**config.mk**
```make
export PLATFORM = sky130hd
export DESIGN_NAME = pulse_gen_type2_flat
export DESIGN_NICKNAME = d
export VERILOG_FILES = /design/src/rtl/pulse_gen_type2_if.sv /design/src/rtl/pulse_gen_type2.sv /design/src/flat_wrapper.sv
export SDC_FILE = /design/constraint.sdc
export NUM_CORES = 1
export LEC_CHECK = 0
export CAP_MARGIN = 5
export CORE_MARGIN = 8
export CORE_UTILIZATION = 34
export DETAILED_ROUTE_END_ITERATION = 6
export DONT_BUFFER_PORTS = 1
export MAX_ROUTING_LAYER = met4
export PLACE_DENSITY = 0.56
export SLEW_MARGIN = 20
export SYNTH_ARGS = -nofsm -noshare
export SYNTH_HDL_FRONTEND = slang
export SYNTH_SLANG_ARGS = --single-unit
```
**constraint.sdc**
```tcl
create_clock -name clk -period 2.4 [get_ports clk]
set_input_delay 0.48 -clock clk [delete_from_list [all_inputs] [get_ports clk]]
set_output_delay 0.48 -clock clk [all_outputs]
set_load 0.1 [all_outputs]
```
**src/rtl/pulse_gen_type2_if.sv**
```systemverilog
// Timer-subsystem bus of pulse_gen_type2: configuration and base tick in, stage pulses and live counters out.
interface pulse_gen_type2_if #(
  parameter int NSTG = 3,
  parameter int WD   = 10
);
  logic                 cfg_en;
  logic                 cfg_clr;
  logic [NSTG*WD-1:0]   cfg_max;
  logic                 trigger;
  logic [NSTG-1:0]      pulse_o;
  logic [NSTG*WD-1:0]   cnt_o;

  modport master (
    output cfg_en,
    output cfg_clr,
    output cfg_max,
    output trigger,
    input  pulse_o,
    input  cnt_o
  );

  modport slave (
    input  cfg_en,
    input  cfg_clr,
    input  cfg_max,
    input  trigger,
    output pulse_o,
    output cnt_o
  );
endinterface

```
**src/rtl/pulse_gen_type2.sv**
```systemverilog
// Cascaded timebase divider, NSTG stages; pulse_o zero-latency, or +1 cycle with PULSE_GEN_REG_OUT_EN.
// No backpressure: trigger is a strobe and every enabled trigger cycle counts as one tick.
module pulse_gen_type2 #(
  parameter int NSTG    = 3,
  parameter int WD      = 10,
  parameter int DEF_MAX = 999
) (
  input  logic               clk,
  input  logic               reset_n,
  pulse_gen_type2_if.slave   bus
);

  if (NSTG < 1 || NSTG > 8) begin : g_bad_nstg
    $error("pulse_gen_type2: NSTG must be in 1..8");
  end
  if (DEF_MAX < 0 || DEF_MAX > (1 << WD) - 1) begin : g_bad_def_max
    $error("pulse_gen_type2: DEF_MAX does not fit in WD bits");
  end

  logic [NSTG-1:0] tin;
  logic [NSTG-1:0] tout;

  // reset_n gates the base tick so pulse_o reads 0 while reset is held
  assign tin[0] = bus.trigger & bus.cfg_en & ~bus.cfg_clr & reset_n;

  for (genvar k = 0; k < NSTG; k++) begin : g_stg
    logic [WD-1:0] max_k;
    logic [WD-1:0] cnt_q;

    assign max_k = bus.cfg_max[k*WD +: WD];

    if (k > 0) begin : g_chain
      assign tin[k] = tout[k-1];
    end

    assign tout[k] = tin[k] & (cnt_q == '0);

    // ">=" rather than "==" so a terminal count lowered below cnt_q wraps on the next tick
    always_ff @(posedge clk or negedge reset_n) begin
      if (!reset_n) begin
        cnt_q <= '0;
      end else if (bus.cfg_clr) begin
        cnt_q <= '0;
      end else if (tin[k]) begin
        cnt_q <= (cnt_q >= max_k) ? '0 : cnt_q + WD'(1);
      end
    end

    assign bus.cnt_o[k*WD +: WD] = cnt_q;
  end

`ifdef PULSE_GEN_REG_OUT_EN
  logic [NSTG-1:0] pulse_q;

  // Not cleared by cfg_clr: a pulse raised in the cycle before a clear still emerges
  always_ff @(posedge clk or negedge reset_n) begin
    if (!reset_n) begin
      pulse_q <= '0;
    end else begin
      pulse_q <= tout;
    end
  end

  assign bus.pulse_o = pulse_q;
`else
  assign bus.pulse_o = tout;
`endif

endmodule

```
**src/flat_wrapper.sv**
```systemverilog
// flat-port wrapper written by rule: the top's interface ports become plain ports
module pulse_gen_type2_flat 
#(
  parameter int NSTG    = 3,
  parameter int WD      = 10,
  parameter int DEF_MAX = 999
)
  (clk, reset_n, bus_cfg_en, bus_cfg_clr, bus_cfg_max, bus_trigger, bus_pulse_o, bus_cnt_o);
  pulse_gen_type2_if #(.NSTG(NSTG), .WD(WD)) bus_i ();
  input  logic clk;
  input  logic reset_n;
  input wire logic [$bits(bus_i.cfg_en)-1:0] bus_cfg_en;
  input wire logic [$bits(bus_i.cfg_clr)-1:0] bus_cfg_clr;
  input wire logic [$bits(bus_i.cfg_max)-1:0] bus_cfg_max;
  input wire logic [$bits(bus_i.trigger)-1:0] bus_trigger;
  output wire logic [$bits(bus_i.pulse_o)-1:0] bus_pulse_o;
  output wire logic [$bits(bus_i.cnt_o)-1:0] bus_cnt_o;
  assign bus_i.cfg_en = bus_cfg_en;
  assign bus_i.cfg_clr = bus_cfg_clr;
  assign bus_i.cfg_max = bus_cfg_max;
  assign bus_i.trigger = bus_trigger;
  assign bus_pulse_o = bus_i.pulse_o;
  assign bus_cnt_o = bus_i.cnt_o;
  pulse_gen_type2 #(.NSTG(NSTG), .WD(WD), .DEF_MAX(DEF_MAX)) u_core (.clk(clk), .reset_n(reset_n), .bus(bus_i));
endmodule
```
==> reports/summary.txt <==
Routed Antenna Nets - 0
Area of the multi-input gates - 0.00173 mm²
Initial antenna violation count - 0
Clock-pin slew on the worst setup and hold paths - 80 ps
Fin. max-slew vios - 0
Initial DRT Pass Iterations - 4
Buffers from clock root to sink, at most - 2
Num CTS Buffers - 5
Synth warnings - 0
Violation count after the first detailed-route iteration - 77
H-tree depth - 2
Lkg Pwr - 1.56 nW
Tot GR Track Use - 14.9%
NumNets Final - 414
Port buffer count - 0
Max Freq - 0.421 GHz
GPL Wtd Cong - 0.857
Mean post-synth cell area - 8.62 µm²
Post-synthesis sequential area ratio - 29.0%
Vias per cell - 5.28
Outcome - finished, final reports clean
Routed wire length - 7350 µm
Root Driver - clkbuf_8
GR Overflow Total - 0
Synth top area share - 29.0%
Design area - 0.00326 mm²
Post-synthesis instance total - 300
Critical path class - flop to primary output
Hold Vio Cnt, Final - 0
DP HPWL - 5750 µm
Full die area - 0.0106 mm²
Vias in the first global route - 2368
Sink Count - 30
Starting Density - 35.4%
Max-cap violation count - 0
Num ports - 68
Count of flip-flops with a built-in enable after synthesis - 0
CTS tree - done
WL/cell - 16.6 µm
Period utilization - 98.9%
Asr flop ratio synth - 100%
Core area - 0.00729 mm²
Crit path capture type - primary output
Top flop regs - u_core.g_stg.cnt_q: 30 flops
RSZ-0062 raised after global routing - true
Placed cells - 429
Top reg by flops - u_core.g_stg.cnt_q
Most used DFF post-synth - dfrtp_1
Min Hold Slack - 14.4 ps
Count of final setup violators - 0
Min Clock Period, post-route - 2370 ps
Startpoint types - flop
FF+latch area - 803 µm²
Largest net degree at the start of global routing - 31
Slew @ Worst Pin - 1120 ps
Die X - 103 µm
Latest clock arrival within the worst-skew pair - 290 ps
Max_slew headroom - 24.1%
Area after DPL - 0.00303 mm²
Crit path arrival time - 1890 ps
P&R area growth vs syn - 26.0%
DRC errors left - 0
Power Density - 363 mW/mm²
Setup TNS - 0 ps
Layout cells sized above 1 - 31.1%
Worst min-delay path class - input pin to async pin
Post-Layout Cell Count - 443
Global-route wire length before repair - 12000 µm
Post-layout util - 44.7%
FP Rows - 31
VDD IR-drop max - 0.000186 V
Post-synth top area cell - dfrtp_1
Final Skew - 11.0 ps
Syn nets - 371
Antenna diodes - 0
CP required - 1920 ps
Top post-synthesis cells by area - dfrtp_1 (29%), ha_1 (17%), inv_1 (5.5%)
Fill cells - 745
Die Height - 103 µm
Netlist area before placement - 0.00258 mm²
Max FFs per register - 30
Yosys reg bits - 30
DR vias - 2341
Worst reg2reg startpoint - u_core.g_stg[0].cnt_q[1]
Critical path origin - u_core.g_stg[0].cnt_q[6]
Yosys cell types - 48
CP Max Fanout - 3
## Yosys cell counts, drive strengths merged, types with 5 or more instances
library cell  count
a21oi            11
a22o              9
a31o              5
and3             11
clkbuf            6
dfrtp            30
ha               36
inv              38
nand2            21
nand2b            5
nand3            13
nand4             9
nor2             15
nor2b             9
nor3              9
o21ai            12
o31ai             7
## kinds of logic after synthesis
kind of cell | share of synthesized area, %
xor+xnor | 0.678
simple gates | 23.8
mux | 0.387
flops | 29.0
buf+inv | 7.70
compound gates | 21.0
fa+ha+maj | 17.4
## per-layer routing
layer | share of wire [%] | track usage (%) | up-vias
met4 | 0.91 | 3.56 | 0
li1 | - | - | 1188
met2 | 49 | 25.0 | 60
met3 | 6.8 | 4.35 | 5
met5 | 0 | - | -
met1 | 43 | 17.2 | 1088
## through the flow
stage / setup WS [ps] / power (mW)
after global routing: -33.1 / 1.24
after CTS: 1.97 / 1.19
after global placement: 160 / 0.733
after floorplan: -385 / 0.698
after detailed placement: 119 / 0.737
final: 26.7 / 1.18
## final timing paths
| path | cells past startpoint | endpoint | slack (ps) |
|---|---|---|---|
| worst max-delay path | 5 | bus_pulse_o[2] | 30 |
| worst min-delay path | 1 | u_core.g_stg[2].cnt_q[7] | 10 |
| worst max register to register | 8 | u_core.g_stg[0].cnt_q[0] | 140 |
| worst min register to register | 1 | u_core.g_stg[1].cnt_q[4] | 560 |
| max in group asynchronous | 1 | u_core.g_stg[0].cnt_q[7] | 2180 |
| min in group clk | 1 | u_core.g_stg[0].cnt_q[0] | 250 |
## power breakdown
part,switching (mW),total (mW),internal [mW]
combinational,0.152,0.225,0.0729
sequential,0.0101,0.523,0.513
clock,0.203,0.434,0.231
total,0.365,1.18,0.817
## layout by cell type, fill, tap and decap left out, types with 4 or more instances in the layout
| cell type | instances |
|---|---|
| o21ai_0 | 11 |
| a31o_2 | 4 |
| dfrtp_4 | 7 |
| o211ai_1 | 4 |
| a21oi_1 | 10 |
| a22o_1 | 9 |
| nor2_1 | 15 |
| o31ai_1 | 7 |
| buf_4 | 43 |
| inv_1 | 36 |
| nand3_1 | 12 |
| dfrtp_2 | 21 |
| and3_1 | 10 |
| nand2b_1 | 5 |
| nand4_1 | 9 |
| clkbuf_8 | 6 |
| nor2b_1 | 7 |
| nand2_1 | 21 |
| ha_1 | 35 |
| nor3_1 | 6 |
## cell type report
cell class,instances,area share (%)
clock buffer,7,2.65
clock inverter,1,0.154
inverter,38,4.46
multi-input combinational,223,53.1
sequential,30,24.7
tap,99,3.80
timing repair buffer,45,11.1
## worst max-delay path, cell delays in order (launching register included)
cell     delay, ps
dfrtp_4        490
nor4_4         290
and4_4         270
and4_4         210
and3_4         190
buf_12         170
## what timing repair did
item | 4_1_cts | 5_1_grt
pin swaps | 1 | 2
hold buffers | 1 | 0
gates resized for setup | 10 | 6
endpoints found under the hold margin | 30 | 0
setup buffers | 4 | 1
endpoints found under the setup margin | 2 | 10
Power figures use the tool's default switching activity.
